**src/rtl/tm_qm_ctrl_if.sv**
```systemverilog
// tm_qm_ctrl_if -- bundle of all non-clock signals of the queue-manager
// controller: enqueue/dequeue request handshakes, completion pulses and the
// 1r1w RAM ports (head, tail, depth, depth1, ll, pkt_desc).
//
// Handshake rule for both request channels: a request transfers on a rising
// clk edge where valid && ready are both high; the request fields must be
// stable whenever valid is high and are captured at that edge. The ready
// signals may depend combinationally on the valids.
//
// Modports:
//   slave  - the controller (accepts requests, drives the RAM ports)
//   master - the requester / RAM environment
`ifndef SECOND_LVL_QUEUE_ID_NBITS
`define SECOND_LVL_QUEUE_ID_NBITS 4
`endif
`ifndef TM_QM_DESC_TYPE_DEFINED
`define TM_QM_DESC_TYPE_DEFINED
typedef logic [31:0] sch_pkt_desc_type;
`endif

interface tm_qm_ctrl_if #(
    parameter int QUEUE_ID_NBITS      = `SECOND_LVL_QUEUE_ID_NBITS,
    parameter int QUEUE_ENTRIES_NBITS = `SECOND_LVL_QUEUE_ID_NBITS
);
    localparam int QW = QUEUE_ID_NBITS;
    localparam int EW = QUEUE_ENTRIES_NBITS;

    // enqueue channel
    logic             enq_valid;
    logic             enq_ready;
    logic [QW-1:0]    enq_qid;
    logic [EW-1:0]    enq_ptr;
    sch_pkt_desc_type enq_desc;
    logic             enq_done;
    logic             enq_drop;
    // dequeue channel
    logic             deq_valid;
    logic             deq_ready;
    logic [QW-1:0]    deq_qid;
    logic             deq_done;
    logic             deq_empty;
    logic [EW-1:0]    deq_ptr;
    logic [EW-1:0]    deq_depth;
    sch_pkt_desc_type deq_desc;
    logic             busy;
    // head RAM: queue -> first entry
    logic             head_wr;
    logic [QW-1:0]    head_raddr;
    logic [QW-1:0]    head_waddr;
    logic [EW-1:0]    head_wdata;
    logic [EW-1:0]    head_rdata;
    // tail RAM: queue -> last entry
    logic             tail_wr;
    logic [QW-1:0]    tail_raddr;
    logic [QW-1:0]    tail_waddr;
    logic [EW-1:0]    tail_wdata;
    logic [EW-1:0]    tail_rdata;
    // depth RAM: queue -> entry count
    logic             depth_wr;
    logic [QW-1:0]    depth_raddr;
    logic [QW-1:0]    depth_waddr;
    logic [EW-1:0]    depth_wdata;
    logic [EW-1:0]    depth_rdata;
    // second depth RAM port set, unused by this controller (tied off)
    logic             depth1_wr;
    logic [QW-1:0]    depth1_raddr;
    logic [QW-1:0]    depth1_waddr;
    logic [EW-1:0]    depth1_wdata;
    // link-list RAM: entry -> next entry
    logic             ll_wr;
    logic [EW-1:0]    ll_raddr;
    logic [EW-1:0]    ll_waddr;
    logic [EW-1:0]    ll_wdata;
    logic [EW-1:0]    ll_rdata;
    // descriptor RAM: entry -> descriptor
    logic             pkt_desc_wr;
    logic [EW-1:0]    pkt_desc_raddr;
    logic [EW-1:0]    pkt_desc_waddr;
    sch_pkt_desc_type pkt_desc_wdata;
    sch_pkt_desc_type pkt_desc_rdata;

    modport slave (
        input  enq_valid, enq_qid, enq_ptr, enq_desc, deq_valid, deq_qid,
               head_rdata, tail_rdata, depth_rdata, ll_rdata, pkt_desc_rdata,
        output enq_ready, enq_done, enq_drop,
               deq_ready, deq_done, deq_empty, deq_ptr, deq_depth, deq_desc, busy,
               head_wr, head_raddr, head_waddr, head_wdata,
               tail_wr, tail_raddr, tail_waddr, tail_wdata,
               depth_wr, depth_raddr, depth_waddr, depth_wdata,
               depth1_wr, depth1_raddr, depth1_waddr, depth1_wdata,
               ll_wr, ll_raddr, ll_waddr, ll_wdata,
               pkt_desc_wr, pkt_desc_raddr, pkt_desc_waddr, pkt_desc_wdata
    );

    modport master (
        output enq_valid, enq_qid, enq_ptr, enq_desc, deq_valid, deq_qid,
               head_rdata, tail_rdata, depth_rdata, ll_rdata, pkt_desc_rdata,
        input  enq_ready, enq_done, enq_drop,
               deq_ready, deq_done, deq_empty, deq_ptr, deq_depth, deq_desc, busy,
               head_wr, head_raddr, head_waddr, head_wdata,
               tail_wr, tail_raddr, tail_waddr, tail_wdata,
               depth_wr, depth_raddr, depth_waddr, depth_wdata,
               depth1_wr, depth1_raddr, depth1_waddr, depth1_wdata,
               ll_wr, ll_raddr, ll_waddr, ll_wdata,
               pkt_desc_wr, pkt_desc_raddr, pkt_desc_waddr, pkt_desc_wdata
    );
endinterface

```
**src/rtl/tm_qm_ctrl.sv**
```systemverilog
// tm_qm_ctrl -- linked-list queue manager controller.
//
// Keeps many FIFO queues of entry pointers in external 1r1w RAMs (head, tail,
// depth per queue; next-pointer per entry; descriptor per entry). One
// enqueue or dequeue is processed at a time; simultaneous requests are
// arbitrated round-robin, enqueue first after reset.
//
// Ports:
//   clk          rising-edge clock
//   rst_n        synchronous active-low reset
//   bus          tm_qm_ctrl_if.slave: request channels, completion pulses,
//                RAM ports (all RAM reads have 1-cycle latency)
//   dbg_state_o  current FSM state encoding
//
// Timing (transfer edge = cycle 0):
//   enqueue : ENQ_RD (cycle 1), ENQ_WR (cycle 2, enq_done/enq_drop)
//   dequeue : DEQ_RD (cycle 1), DEQ_LL (cycle 2, deq_empty), DEQ_WR (cycle 3,
//             deq_done)
`ifndef SECOND_LVL_QUEUE_ID_NBITS
`define SECOND_LVL_QUEUE_ID_NBITS 4
`endif
`ifndef TM_QM_DESC_TYPE_DEFINED
`define TM_QM_DESC_TYPE_DEFINED
typedef logic [31:0] sch_pkt_desc_type;
`endif

module tm_qm_ctrl #(
    parameter int QUEUE_ID_NBITS      = `SECOND_LVL_QUEUE_ID_NBITS,
    parameter int QUEUE_ENTRIES_NBITS = `SECOND_LVL_QUEUE_ID_NBITS
) (
    input  logic               clk,
    input  logic               rst_n,
    tm_qm_ctrl_if.slave        bus,
    output logic [2:0]         dbg_state_o
);
    localparam int QW = QUEUE_ID_NBITS;
    localparam int EW = QUEUE_ENTRIES_NBITS;

    typedef enum logic [2:0] {
        IDLE   = 3'd0,
        ENQ_RD = 3'd1,
        ENQ_WR = 3'd2,
        DEQ_RD = 3'd3,
        DEQ_LL = 3'd4,
        DEQ_WR = 3'd5
    } state_t;

    state_t           state_q;
    logic [QW-1:0]    qid_q;
    logic [EW-1:0]    ptr_q;
    sch_pkt_desc_type desc_q;
    logic [EW-1:0]    head_q;
    logic [EW-1:0]    depth_q;
    logic             last_deq_q;     // 1: last grant went to dequeue
    logic [EW-1:0]    deq_ptr_q;
    logic [EW-1:0]    deq_depth_q;
    sch_pkt_desc_type deq_desc_q;

    logic          grant_enq;
    logic          grant_deq;
    logic          idle_ok;
    logic          enq_fire;
    logic          deq_fire;
    logic          depth_zero;
    logic          depth_full;
    logic [EW-1:0] depth_dec;

    // Round-robin: with both requesting, the side not granted last wins.
    assign grant_enq  = bus.enq_valid && (!bus.deq_valid || last_deq_q);
    assign grant_deq  = bus.deq_valid && (!bus.enq_valid || !last_deq_q);
    assign idle_ok    = rst_n && (state_q == IDLE);
    assign bus.enq_ready = idle_ok && grant_enq;
    assign bus.deq_ready = idle_ok && grant_deq;
    assign enq_fire   = bus.enq_valid && bus.enq_ready;
    assign deq_fire   = bus.deq_valid && bus.deq_ready;

    assign depth_zero = (bus.depth_rdata == '0);
    assign depth_full = (bus.depth_rdata == '1);
    assign depth_dec  = depth_q - 1'b1;

    assign bus.busy   = (state_q != IDLE);
    assign dbg_state_o = state_q;

    // Per-queue reads always address the captured queue; the RAM data is
    // only consumed in the state following ENQ_RD / DEQ_RD.
    assign bus.head_raddr  = qid_q;
    assign bus.tail_raddr  = qid_q;
    assign bus.depth_raddr = qid_q;
    // Entry reads follow the head pointer as it arrives in DEQ_LL.
    assign bus.ll_raddr       = (state_q == DEQ_LL) ? bus.head_rdata : head_q;
    assign bus.pkt_desc_raddr = (state_q == DEQ_LL) ? bus.head_rdata : head_q;

    assign bus.depth1_wr    = 1'b0;
    assign bus.depth1_raddr = '0;
    assign bus.depth1_waddr = '0;
    assign bus.depth1_wdata = '0;

    always_ff @(posedge clk) begin
        if (!rst_n) begin
            state_q     <= IDLE;
            qid_q       <= '0;
            ptr_q       <= '0;
            desc_q      <= '0;
            head_q      <= '0;
            depth_q     <= '0;
            last_deq_q  <= 1'b1;
            deq_ptr_q   <= '0;
            deq_depth_q <= '0;
            deq_desc_q  <= '0;
        end else begin
            case (state_q)
                IDLE: begin
                    if (enq_fire) begin
                        qid_q      <= bus.enq_qid;
                        ptr_q      <= bus.enq_ptr;
                        desc_q     <= bus.enq_desc;
                        last_deq_q <= 1'b0;
                        state_q    <= ENQ_RD;
                    end else if (deq_fire) begin
                        qid_q      <= bus.deq_qid;
                        last_deq_q <= 1'b1;
                        state_q    <= DEQ_RD;
                    end
                end
                ENQ_RD: state_q <= ENQ_WR;
                ENQ_WR: state_q <= IDLE;
                DEQ_RD: state_q <= DEQ_LL;
                DEQ_LL: begin
                    if (depth_zero) begin
                        state_q <= IDLE;
                    end else begin
                        head_q  <= bus.head_rdata;
                        depth_q <= bus.depth_rdata;
                        state_q <= DEQ_WR;
                    end
                end
                DEQ_WR: begin
                    deq_ptr_q   <= head_q;
                    deq_depth_q <= depth_dec;
                    deq_desc_q  <= bus.pkt_desc_rdata;
                    state_q     <= IDLE;
                end
                default: state_q <= IDLE;
            endcase
        end
    end

    // Writes and completion pulses depend on RAM read data that only exists
    // in the write state, so they are decoded from the current state. All of
    // them are gated by rst_n so a reset aborts without touching memory.
    always_comb begin
        bus.head_wr        = 1'b0;
        bus.head_waddr     = qid_q;
        bus.head_wdata     = ptr_q;
        bus.tail_wr        = 1'b0;
        bus.tail_waddr     = qid_q;
        bus.tail_wdata     = ptr_q;
        bus.depth_wr       = 1'b0;
        bus.depth_waddr    = qid_q;
        bus.depth_wdata    = '0;
        bus.ll_wr          = 1'b0;
        bus.ll_waddr       = bus.tail_rdata;
        bus.ll_wdata       = ptr_q;
        bus.pkt_desc_wr    = 1'b0;
        bus.pkt_desc_waddr = ptr_q;
        bus.pkt_desc_wdata = desc_q;
        bus.enq_done       = 1'b0;
        bus.enq_drop       = 1'b0;
        bus.deq_done       = 1'b0;
        bus.deq_empty      = 1'b0;
        bus.deq_ptr        = deq_ptr_q;
        bus.deq_depth      = deq_depth_q;
        bus.deq_desc       = deq_desc_q;
        if (rst_n) begin
            case (state_q)
                ENQ_WR: begin
                    if (depth_full) begin
                        bus.enq_drop = 1'b1;
                    end else begin
                        bus.tail_wr     = 1'b1;
                        bus.depth_wr    = 1'b1;
                        bus.depth_wdata = bus.depth_rdata + 1'b1;
                        bus.pkt_desc_wr = 1'b1;
                        // Empty queue: new entry becomes head; otherwise it
                        // is linked behind the old tail.
                        bus.head_wr     = depth_zero;
                        bus.ll_wr       = !depth_zero;
                        bus.enq_done    = 1'b1;
                    end
                end
                DEQ_LL: begin
                    bus.deq_empty = depth_zero;
                end
                DEQ_WR: begin
                    bus.depth_wr    = 1'b1;
                    bus.depth_wdata = depth_dec;
                    // Last entry leaves: head is stale but ignored at depth 0.
                    bus.head_wr     = (depth_dec != '0);
                    bus.head_wdata  = bus.ll_rdata;
                    bus.deq_done    = 1'b1;
                    bus.deq_ptr     = head_q;
                    bus.deq_depth   = depth_dec;
                    bus.deq_desc    = bus.pkt_desc_rdata;
                end
                default: ;
            endcase
        end
    end
endmodule

```
**src/flat_wrapper.sv**
```systemverilog
// flat-port wrapper written by rule: the top's interface ports become plain ports
module tm_qm_ctrl_flat 
#(
    parameter int QUEUE_ID_NBITS      = `SECOND_LVL_QUEUE_ID_NBITS,
    parameter int QUEUE_ENTRIES_NBITS = `SECOND_LVL_QUEUE_ID_NBITS
)
  (clk, rst_n, dbg_state_o, bus_enq_valid, bus_enq_qid, bus_enq_ptr, bus_enq_desc, bus_deq_valid, bus_deq_qid, bus_head_rdata, bus_tail_rdata, bus_depth_rdata, bus_ll_rdata, bus_pkt_desc_rdata, bus_enq_ready, bus_enq_done, bus_enq_drop, bus_deq_ready, bus_deq_done, bus_deq_empty, bus_deq_ptr, bus_deq_depth, bus_deq_desc, bus_busy, bus_head_wr, bus_head_raddr, bus_head_waddr, bus_head_wdata, bus_tail_wr, bus_tail_raddr, bus_tail_waddr, bus_tail_wdata, bus_depth_wr, bus_depth_raddr, bus_depth_waddr, bus_depth_wdata, bus_depth1_wr, bus_depth1_raddr, bus_depth1_waddr, bus_depth1_wdata, bus_ll_wr, bus_ll_raddr, bus_ll_waddr, bus_ll_wdata, bus_pkt_desc_wr, bus_pkt_desc_raddr, bus_pkt_desc_waddr, bus_pkt_desc_wdata);
  tm_qm_ctrl_if #(.QUEUE_ID_NBITS(QUEUE_ID_NBITS), .QUEUE_ENTRIES_NBITS(QUEUE_ENTRIES_NBITS)) bus_i ();
  input  logic clk;
  input  logic rst_n;
  output logic [2:0] dbg_state_o;
  input wire logic [$bits(bus_i.enq_valid)-1:0] bus_enq_valid;
  input wire logic [$bits(bus_i.enq_qid)-1:0] bus_enq_qid;
  input wire logic [$bits(bus_i.enq_ptr)-1:0] bus_enq_ptr;
  input wire logic [$bits(bus_i.enq_desc)-1:0] bus_enq_desc;
  input wire logic [$bits(bus_i.deq_valid)-1:0] bus_deq_valid;
  input wire logic [$bits(bus_i.deq_qid)-1:0] bus_deq_qid;
  input wire logic [$bits(bus_i.head_rdata)-1:0] bus_head_rdata;
  input wire logic [$bits(bus_i.tail_rdata)-1:0] bus_tail_rdata;
  input wire logic [$bits(bus_i.depth_rdata)-1:0] bus_depth_rdata;
  input wire logic [$bits(bus_i.ll_rdata)-1:0] bus_ll_rdata;
  input wire logic [$bits(bus_i.pkt_desc_rdata)-1:0] bus_pkt_desc_rdata;
  output wire logic [$bits(bus_i.enq_ready)-1:0] bus_enq_ready;
  output wire logic [$bits(bus_i.enq_done)-1:0] bus_enq_done;
  output wire logic [$bits(bus_i.enq_drop)-1:0] bus_enq_drop;
  output wire logic [$bits(bus_i.deq_ready)-1:0] bus_deq_ready;
  output wire logic [$bits(bus_i.deq_done)-1:0] bus_deq_done;
  output wire logic [$bits(bus_i.deq_empty)-1:0] bus_deq_empty;
  output wire logic [$bits(bus_i.deq_ptr)-1:0] bus_deq_ptr;
  output wire logic [$bits(bus_i.deq_depth)-1:0] bus_deq_depth;
  output wire logic [$bits(bus_i.deq_desc)-1:0] bus_deq_desc;
  output wire logic [$bits(bus_i.busy)-1:0] bus_busy;
  output wire logic [$bits(bus_i.head_wr)-1:0] bus_head_wr;
  output wire logic [$bits(bus_i.head_raddr)-1:0] bus_head_raddr;
  output wire logic [$bits(bus_i.head_waddr)-1:0] bus_head_waddr;
  output wire logic [$bits(bus_i.head_wdata)-1:0] bus_head_wdata;
  output wire logic [$bits(bus_i.tail_wr)-1:0] bus_tail_wr;
  output wire logic [$bits(bus_i.tail_raddr)-1:0] bus_tail_raddr;
  output wire logic [$bits(bus_i.tail_waddr)-1:0] bus_tail_waddr;
  output wire logic [$bits(bus_i.tail_wdata)-1:0] bus_tail_wdata;
  output wire logic [$bits(bus_i.depth_wr)-1:0] bus_depth_wr;
  output wire logic [$bits(bus_i.depth_raddr)-1:0] bus_depth_raddr;
  output wire logic [$bits(bus_i.depth_waddr)-1:0] bus_depth_waddr;
  output wire logic [$bits(bus_i.depth_wdata)-1:0] bus_depth_wdata;
  output wire logic [$bits(bus_i.depth1_wr)-1:0] bus_depth1_wr;
  output wire logic [$bits(bus_i.depth1_raddr)-1:0] bus_depth1_raddr;
  output wire logic [$bits(bus_i.depth1_waddr)-1:0] bus_depth1_waddr;
  output wire logic [$bits(bus_i.depth1_wdata)-1:0] bus_depth1_wdata;
  output wire logic [$bits(bus_i.ll_wr)-1:0] bus_ll_wr;
  output wire logic [$bits(bus_i.ll_raddr)-1:0] bus_ll_raddr;
  output wire logic [$bits(bus_i.ll_waddr)-1:0] bus_ll_waddr;
  output wire logic [$bits(bus_i.ll_wdata)-1:0] bus_ll_wdata;
  output wire logic [$bits(bus_i.pkt_desc_wr)-1:0] bus_pkt_desc_wr;
  output wire logic [$bits(bus_i.pkt_desc_raddr)-1:0] bus_pkt_desc_raddr;
  output wire logic [$bits(bus_i.pkt_desc_waddr)-1:0] bus_pkt_desc_waddr;
  output wire logic [$bits(bus_i.pkt_desc_wdata)-1:0] bus_pkt_desc_wdata;
  assign bus_i.enq_valid = bus_enq_valid;
  assign bus_i.enq_qid = bus_enq_qid;
  assign bus_i.enq_ptr = bus_enq_ptr;
  assign bus_i.enq_desc = bus_enq_desc;
  assign bus_i.deq_valid = bus_deq_valid;
  assign bus_i.deq_qid = bus_deq_qid;
  assign bus_i.head_rdata = bus_head_rdata;
  assign bus_i.tail_rdata = bus_tail_rdata;
  assign bus_i.depth_rdata = bus_depth_rdata;
  assign bus_i.ll_rdata = bus_ll_rdata;
  assign bus_i.pkt_desc_rdata = bus_pkt_desc_rdata;
  assign bus_enq_ready = bus_i.enq_ready;
  assign bus_enq_done = bus_i.enq_done;
  assign bus_enq_drop = bus_i.enq_drop;
  assign bus_deq_ready = bus_i.deq_ready;
  assign bus_deq_done = bus_i.deq_done;
  assign bus_deq_empty = bus_i.deq_empty;
  assign bus_deq_ptr = bus_i.deq_ptr;
  assign bus_deq_depth = bus_i.deq_depth;
  assign bus_deq_desc = bus_i.deq_desc;
  assign bus_busy = bus_i.busy;
  assign bus_head_wr = bus_i.head_wr;
  assign bus_head_raddr = bus_i.head_raddr;
  assign bus_head_waddr = bus_i.head_waddr;
  assign bus_head_wdata = bus_i.head_wdata;
  assign bus_tail_wr = bus_i.tail_wr;
  assign bus_tail_raddr = bus_i.tail_raddr;
  assign bus_tail_waddr = bus_i.tail_waddr;
  assign bus_tail_wdata = bus_i.tail_wdata;
  assign bus_depth_wr = bus_i.depth_wr;
  assign bus_depth_raddr = bus_i.depth_raddr;
  assign bus_depth_waddr = bus_i.depth_waddr;
  assign bus_depth_wdata = bus_i.depth_wdata;
  assign bus_depth1_wr = bus_i.depth1_wr;
  assign bus_depth1_raddr = bus_i.depth1_raddr;
  assign bus_depth1_waddr = bus_i.depth1_waddr;
  assign bus_depth1_wdata = bus_i.depth1_wdata;
  assign bus_ll_wr = bus_i.ll_wr;
  assign bus_ll_raddr = bus_i.ll_raddr;
  assign bus_ll_waddr = bus_i.ll_waddr;
  assign bus_ll_wdata = bus_i.ll_wdata;
  assign bus_pkt_desc_wr = bus_i.pkt_desc_wr;
  assign bus_pkt_desc_raddr = bus_i.pkt_desc_raddr;
  assign bus_pkt_desc_waddr = bus_i.pkt_desc_waddr;
  assign bus_pkt_desc_wdata = bus_i.pkt_desc_wdata;
  tm_qm_ctrl #(.QUEUE_ID_NBITS(QUEUE_ID_NBITS), .QUEUE_ENTRIES_NBITS(QUEUE_ENTRIES_NBITS)) u_core (.clk(clk), .rst_n(rst_n), .bus(bus_i), .dbg_state_o(dbg_state_o));
endmodule
```
**config.mk**
```make
export PLATFORM = sky130hd
export DESIGN_NAME = tm_qm_ctrl_flat
export DESIGN_NICKNAME = d
export VERILOG_FILES = /design/src/rtl/tm_qm_ctrl_if.sv /design/src/rtl/tm_qm_ctrl.sv /design/src/flat_wrapper.sv
export SDC_FILE = /design/constraint.sdc
export NUM_CORES = 1
export LEC_CHECK = 0
export BUFFER_PORTS_ARGS = -buffer_cell sky130_fd_sc_hd__clkbuf_2
export CAP_MARGIN = 25
export CORE_MARGIN = 5
export CORE_UTILIZATION = 36
export CTS_CLUSTER_SIZE = 28
export DETAILED_ROUTE_END_ITERATION = 7
export HOLD_SLACK_MARGIN = 0.12
export PLACE_DENSITY = 0.77
export SLEW_MARGIN = 0
export SYNTH_ARGS = -nofsm -noshare
export SYNTH_HDL_FRONTEND = slang
export SYNTH_SLANG_ARGS = --single-unit
```
**constraint.sdc**
```tcl
create_clock -name clk -period 4.3 [get_ports clk]
set_input_delay 0.86 -clock clk [delete_from_list [all_inputs] [get_ports clk]]
set_output_delay 0.86 -clock clk [all_outputs]
set_load 0.02 [all_outputs]
```
[Word level (Yosys, flattened, before mapping)]
Index checks and enable logic that the tools add are counted.
Widths: inputs -> output; s select.
Storage, ports and cells
  register bits: 92
  bits in latches: 0
  memory bits (writable): 0
  ROM bits: 0
  input bits: 96
  output and inout port bits: 156
  word-level logic and storage cells: 79
  memories kept: 0
Cells by class
  add/sub/neg operators: 2
  multipliers: 0
  divide/modulo/power cells: 0
  magnitude comparators: 0
  equal/unequal tests: 7
  shifts and indexed selects: 0
  multiplexer cells: 38
  bitwise operators: 1
  reductions and logical operators: 21
Operator list (number)
  $mux 32: 2
  $mux 4: 11
  $mux 1: 18
  $pmux 3 s4: 1
  $mux 3: 3
  $pmux 4 s2: 1
  $logic_and 1x1->1: 7
  $eq 3x2->1 const B: 2
  $eq 3x3->1 const B: 2
  $reduce_and 2->1: 3
  $add 4x1->4 const B: 1
  $eq 4x4->1 const B: 1
  $logic_not 1->1: 4
  $logic_not 4->1: 1
  $pmux 1 s2: 2
  $reduce_bool 4->1: 1
  $sub 4x1->4 const B: 1
  $eq 3x1->1 const B: 1
  $logic_not 3->1: 1
  $ne 3x1->1 const B: 1
  $reduce_bool 3->1: 1
  $logic_or 1x1->1: 2
  $reduce_bool 2->1: 1
  $not 1->1: 1

[Longest topological paths before layout]
Gate-level depths: netlist of the first run.
  depth after elaboration: 8
  gate-level depth with buffers: 7
  depth with buffers taken out: 5

[Worst setup path after synthesis of the first run]
No wires, ideal clock.
  path kind: in2out
  from: input port bus_depth_rdata[0]
  to: output port bus_deq_empty
  arrival: 2105 ps
  required time: 3440 ps
  path slack: 1335 ps
  stages: 5
  cell sequence: inv_1 > ha_1 > or3b_2 > clkbuf_1 > nor3_1
Between the ends
  cells in the longest elaborated chain, start to end: 3
Ends and longest elaborated chain
  start, declared: RTL line flat_wrapper.sv:20  | input wire logic [$bits(bus_i.depth_rdata)-1:0] bus_depth_rdata;
  $logic_not 4->1: RTL line tm_qm_ctrl.sv:77  | assign depth_zero = (bus.depth_rdata == '0);
  $mux 1: RTL line tm_qm_ctrl.sv:175  | case (state_q)
  $mux 1: RTL line tm_qm_ctrl.sv:174  | if (rst_n) begin
  end, declared: RTL line flat_wrapper.sv:28  | output wire logic [$bits(bus_i.deq_empty)-1:0] bus_deq_empty;
Every way passes these cells.

[Worst setup path in the final report of the first run]
  from: register u_core.state_q[1], in the netlist u_core.dbg_state_o[1]
  to: output port bus_deq_desc[1]
Between the ends
  cells in the longest elaborated chain, start to end: 3
Ends and longest elaborated chain
  start, declared: RTL line tm_qm_ctrl.sv:48  | state_t state_q;
  start signal, assigned: RTL line tm_qm_ctrl.sv:100  | state_q <= IDLE;
  start signal, assigned: RTL line tm_qm_ctrl.sv:118  | state_q <= ENQ_RD;
  start signal, assigned: RTL line tm_qm_ctrl.sv:122  | state_q <= DEQ_RD;
  $eq 3x3->1: RTL line tm_qm_ctrl.sv:175
  $mux 32: RTL line tm_qm_ctrl.sv:175
  $mux 32: RTL line tm_qm_ctrl.sv:174
  end, declared: RTL line flat_wrapper.sv:31  | output wire logic [$bits(bus_i.deq_desc)-1:0] bus_deq_desc;
Every way passes these cells.

==> out/qor.txt, run 1 <==
status -> finished, final reports clean
actual slew at the worst max-slew pin -> 0.709 ns
CTS Buf Count -> 9
worst-path fanout max -> 37
io pins -> 252
final non-filler cell area -> 5930 sq um
largest net degree at the start of global routing -> 40
CTS root buffer -> clkbuf_16
P_leak -> 3.16 nW
worst-skew pair later-pin latency -> 0.34 ns
Syn Inst Count -> 565
Pwr Density -> 364 nW/um^2
Async SR Flop Fraction -> 0
vias in the first global route -> 4013
WL final -> 12600 um
class of the worst hold path -> flop to flop
worst path buffer plus inverter count -> 2
TritonCTS clock tree -> built
Crit Path Category -> flop to output pin
Crit path max-delay family -> flip-flops
drt via density -> 4.53
cell area after synthesis -> 4720 sq um
Final ANT Viol Nets -> 0
initial antenna violation count -> 0
max-slew violations -> 0
clk slew on worst S/H paths -> 0.06 ns
routed vias -> 4140
biggest area consumer among synthesized cells -> dfxtp_1
layout cell share with drive strength beyond 1 -> 0.403
#FFs+latches synth -> 92
CP arrival -> 2.18 ns
setup TNS -> 0 ns
clock skew -> 0.00439 ns
predominant post-synthesis flop cell -> dfxtp_1
number of diodes -> 0
area post-placement -> 5610 sq um
Max Buffers Root-to-Sink -> 2
sequential area share after synthesis -> 0.390
EDFF count, synth -> 0
# port buffers -> 230
dpl hpwl -> 9590 um
synth-to-layout area growth -> 25.6%
Final Hold Fails -> 0
top cell type's share of synthesized area -> 0.390
storage element area -> 1840 sq um
Hold Worst Slack -> 0.452 ns
# fillers -> 1287
Starting Density -> 0.371
first-pass GRT wire length -> 20300 um
Critical Path Slowest Stage Cell -> dfxtp_1
Unique masters post-synth -> 43
final setup fails -> 0
CTS resizes -> 0
core area -> 12700 sq um
unrepaired setup endpoints after global routing -> no
post-CTS setup buffers -> 0
# DRC -> 0
Tmin final -> 3.04 ns
crit path capture type -> output pin
gpl congestion -> 0.829
fmax -> 0.329 GHz
Hold-fix buffers, CTS -> 0
Die Wd -> 124 um
Multi-input gate area -> 2150 sq um
most common cell after layout, fill and taps aside -> clkbuf_2
Ys Warns -> 0
Final Cycle Share -> 0.708
Peak supply drop -> 0.261 mV
Final nets -> 838
CP cell instances -> nand4b_1 > buf_4 > mux2_2 > clkbuf_2
total of max-cap violations -> 0
Synth area leaders -> dfxtp_1, nand2_1, mux2_2
max incr delay on CP -> 0.67 ns
GRT Total Usage -> 0.157
Row Count -> 41
die area -> 15500 sq um
Crit path required time -> 3.44 ns
Die Ht -> 124 um
DRT Pass-1 Iters -> 4
WL per Instance -> 13.8 um
DR iter-0 viols -> 170
most frequent cells in the layout -> clkbuf_2, nand2_1, dfxtp_1
Slew headroom -> 0.525
Clock Sinks -> 92
CP Launch Type -> flop
H-tree lvl count -> 3
grt total ovfl -> 0
Mean Syn Cell Area -> 8.35 sq um
-- registers in the layout (all words and copies together), names as in the netlist, 3 cells and up --
| register | cells |
|---|---|
| u_core.bus.pkt_desc_wdata | 32 |
| u_core.deq_desc_q | 32 |
| u_core.bus.depth_raddr | 4 |
| u_core.bus.ll_wdata | 4 |
| u_core.depth_q | 4 |
| u_core.deq_depth_q | 4 |
| u_core.deq_ptr_q | 4 |
| u_core.head_q | 4 |
| u_core.dbg_state_o | 3 |
-- cells in the mapped netlist (4+ instances only) --
| cell type | instances |
|---|---|
| mux2i_1 | 37 |
| buf_6 | 4 |
| o21ai_0 | 15 |
| clkbuf_1 | 15 |
| buf_4 | 53 |
| dfxtp_1 | 92 |
| nand2_1 | 135 |
| inv_1 | 51 |
| mux2_2 | 40 |
| nand3_1 | 8 |
| o32ai_1 | 4 |
| ha_1 | 4 |
| a21oi_1 | 49 |
| a221oi_1 | 4 |
| buf_2 | 14 |
-- tightest hold or removal path: stages, from the launching register on --
cell     delay (ns)
dfxtp_1        0.30
nand2_1        0.05
a21oi_1        0.05
-- metal layers --
| metal | vias up | wire [um] | GRT usage |
|---|---|---|---|
| met1 | 1851 | 5450 | 0.195 |
| met5 | - | 0 | 0 |
| met2 | 145 | 5980 | 0.253 |
| met3 | 15 | 987 | 0.0617 |
| met4 | 0 | 174 | 0.0432 |
| li1 | 2129 | - | - |
-- cell families (layout without fill, tap and decap cells) --
kind of cell,count (synthesis),count (layout),synth area share
other cells,1,13,0.000795
xor+xnor,4,4,0.00743
mux,77,77,0.174
flops,92,92,0.390
fa+ha+maj,4,4,0.0106
compound gates,80,80,0.0960
buf+inv,139,304,0.163
simple gates,168,168,0.158
-- power breakdown --
part / switching, mW / total, mW / internal [mW]
Sequential: 0.0401 / 0.936 / 0.896
Clock: 0.324 / 0.846 / 0.522
Combinational: 0.239 / 0.377 / 0.138
-- worst paths after layout --
check / endpoint / cells after the start / from / slack (ns)
worst max-delay path: bus_deq_desc[1] / 4 / u_core.dbg_state_o[1] / 1.26
worst min-delay path: u_core.deq_desc_q[2] / 2 / u_core.deq_desc_q[2] / 0.45
worst min register to register: u_core.deq_desc_q[2] / 2 / u_core.deq_desc_q[2] / 0.45
worst max register to register: u_core.deq_desc_q[13] / 4 / u_core.dbg_state_o[2] / 2.33
-- through the flow --
step	utilization	std cells	total power, mW	setup slack (ns)
after global routing	0.466	914	2.27	1.04
after floorplan	-	577	1.24	1.33
final	0.466	914	2.16	1.26
after CTS	0.466	914	2.19	1.24
after global placement	0.441	899	1.33	1.34
after detailed placement	0.441	899	1.34	1.29
-- final cells by class --
cell class,instances,area share
clock buffer,11,0.0409
clock inverter,4,0.0125
inverter,51,0.0323
multi-input combinational,346,0.363
sequential,92,0.311
tap,172,0.0363
timing repair buffer,238,0.204
Power figures use the tool's default switching activity.
==> inputs of run 2 (changes only) <==
Clock period 4.3 ns to 3.07 ns, I/O delays scaled along.
==> run 2 against run 1 <==
  * Utilization is 0.44 points higher
  * Global-route usage grew 0.11 points
  * Via count rose by 2.3%
  * First-iteration DRC count increased by 28%
  * Largest cell class unchanged
  * Count of clock-buffer cells in the layout increased by 3
  * Final cell count up 0.33%
  * Critical endpoint is now bus_deq_desc[29]
  * Routed wire length grew 0.73%
  * Flip-flop and latch count unchanged
  * Highest routed layer unchanged
  * Die area did not move
  * Total power rose by 41%
==> out/qor.txt, run 2 (same netlist as run 1, synthesis figures left out) <==
Slew headroom -> 0.351 (-0.174)
Starting Density -> 0.371 (unchanged)
Comb power frac -> 0.175 (about the same)
CTS Buf Count -> 9 (unchanged)
post-CTS setup buffers -> 0 (unchanged)
Setup WS pre-CTS -> 0.584 ns (-0.707 ns)
final setup fails -> 0 (unchanged)
Peak supply drop -> 0.380 mV (+46%)
Clock Sinks -> 92 (unchanged)
TritonCTS clock tree -> built
Final Cycle Share -> 0.877
first-pass GRT wire length -> 20500 um (+0.68%)
crit path capture type -> output pin
clock power share -> 0.394 (+0.002)
sw power -> 0.847 mW (+40%)
dpl hpwl -> 9640 um (+0.51%)
io pins -> 252 (unchanged)
max-slew violations -> 0 (unchanged)
layout cell share with drive strength beyond 1 -> 0.407 (+0.00375)
CTS resizes -> 0 (unchanged)
vias in the first global route -> 4147 (+3.3%)
Final nets -> 840 (+0.24%)
area post-placement -> 5650 sq um (+0.71%)
max incr delay on CP -> 0.65 ns (-0.02 ns)
DRT Pass-1 Iters -> 4 (unchanged)
clk slew on worst S/H paths -> 0.06 ns (about the same)
Hold Worst Slack -> 0.453 ns (+0.00166 ns)
Final ANT Viol Nets -> 0 (unchanged)
class of the worst hold path -> flop to flop
# port buffers -> 230 (unchanged)
CP Launch Type -> flop
CP arrival -> 2.08 ns (-0.10 ns)
unrepaired setup endpoints after global routing -> no
setup TNS -> 0 ns (unchanged)
status -> finished, final reports clean
largest net degree at the start of global routing -> 55 (+38%)
routed vias -> 4237 (+2.3%)
most frequent cells in the layout -> clkbuf_2, nand2_1, dfxtp_1
Tmin final -> 2.69 ns
CP cell instances -> nand4b_1 > buf_12 > mux2_2 > clkbuf_2
initial antenna violation count -> 0 (unchanged)
number of diodes -> 0 (unchanged)
internal power -> 2.19 mW (+41%)
most common cell after layout, fill and taps aside -> clkbuf_2
# DRC -> 0 (unchanged)
CTS root buffer -> clkbuf_16
worst-path fanout max -> 54 (+46%)
H-tree lvl count -> 3 (unchanged)
Critical Path Slowest Stage Cell -> dfxtp_1
Crit Path Category -> flop to output pin
register share of total power -> 0.431 (-0.002)
switching portion of total power -> 0.278 (-0.00121)
GRT Total Usage -> 0.158 (+0.00112)
Crit path required time -> 2.46 ns (-0.98 ns)
gpl congestion -> 0.807 (-2.6%)
Pwr Density -> 508 nW/um^2 (+39%)
drt via density -> 4.62 (+2.0%)
Max Buffers Root-to-Sink -> 2 (unchanged)
Placed Cells -> 901 (+0.22%)
core area -> 12700 sq um (unchanged)
Final Hold Fails -> 0 (unchanged)
Setup WS post-layout -> 0.379 ns (-0.878 ns)
total of max-cap violations -> 0 (unchanged)
Hold-fix buffers, CTS -> 0 (unchanged)
# fillers -> 1280 (-0.54%)
die area -> 15500 sq um (unchanged)
synth-to-layout area growth -> 26.8%
actual slew at the worst max-slew pin -> 0.970 ns (+0.261 ns)
Row Count -> 41 (unchanged)
fin cells -> 917 (+0.33%)
WL per Instance -> 13.8 um (+0.40%)
DR iter-0 viols -> 217 (+28%)
clock skew -> 0.00836 ns (+0.00397 ns)
Die Ht -> 124 um (unchanged)
worst-skew pair later-pin latency -> 0.34 ns (about the same)
final non-filler cell area -> 5980 sq um (+0.95%)
fmax -> 0.372 GHz
grt total ovfl -> 0 (unchanged)
Die Wd -> 124 um (unchanged)
P_leak -> 3.19 nW (+1.1%)
WL final -> 12700 um (+0.73%)
==> run 2: worst max-delay path: cells and delay by family (launching register included) <==
| kind | cells | cell delay, ns |
|---|---|---|
| buf+inv | 2 | 0.45 |
| flops | 1 | 0.65 |
| mux | 1 | 0.39 |
| simple gates | 1 | 0.23 |
==> run 2: metal layers <==
metal	track usage	part of all wire	vias up	wire length, um
met5	0	0	-	0
met4	0.0554	0.020	0	251
met3	0.0592	0.079	18	1000
met2	0.256	0.48	151	6030
met1	0.193	0.43	1939	5400
li1	-	-	2129	-
==> run 2: final timing paths <==
| check | from | to | slack (ns) | cells after the start |
|---|---|---|---|---|
| worst max register to register | u_core.dbg_state_o[2] | u_core.deq_desc_q[7] | 0.96 | 4 |
| worst max-delay path | u_core.dbg_state_o[1] | bus_deq_desc[29] | 0.38 | 4 |
| worst min-delay path | u_core.deq_desc_q[15] | u_core.deq_desc_q[15] | 0.45 | 2 |
| worst min register to register | u_core.deq_desc_q[15] | u_core.deq_desc_q[15] | 0.45 | 2 |
==> run 2: layout make-up <==
cell class	count	area (sq um)	area share
multi-input combinational	346	2150	0.360
clock inverter	2	38.8	0.00648
clock buffer	14	294	0.0491
sequential	92	1840	0.308
inverter	51	191	0.0320
tap	172	215	0.0360
timing repair buffer	240	1250	0.209
==> run 2: power groups by stage <==
stage | logic (mW) | clock network (mW) | registers, mW
CTS | 0.539 | 1.23 | 1.31
global placement | 0.533 | 0 | 1.33
detailed placement | 0.538 | 0 | 1.34
floorplan | 0.345 | 0 | 1.39
global route | 0.577 | 1.28 | 1.32
finish | 0.533 | 1.20 | 1.31
==> run 2: per-stage QoR <==
| step | utilization | total power, mW |
|---|---|---|
| after floorplan | - | 1.73 |
| after global placement | 0.444 | 1.87 |
| after detailed placement | 0.444 | 1.87 |
| after CTS | 0.470 | 3.08 |
| after global routing | 0.470 | 3.18 |
| final | 0.470 | 3.04 |
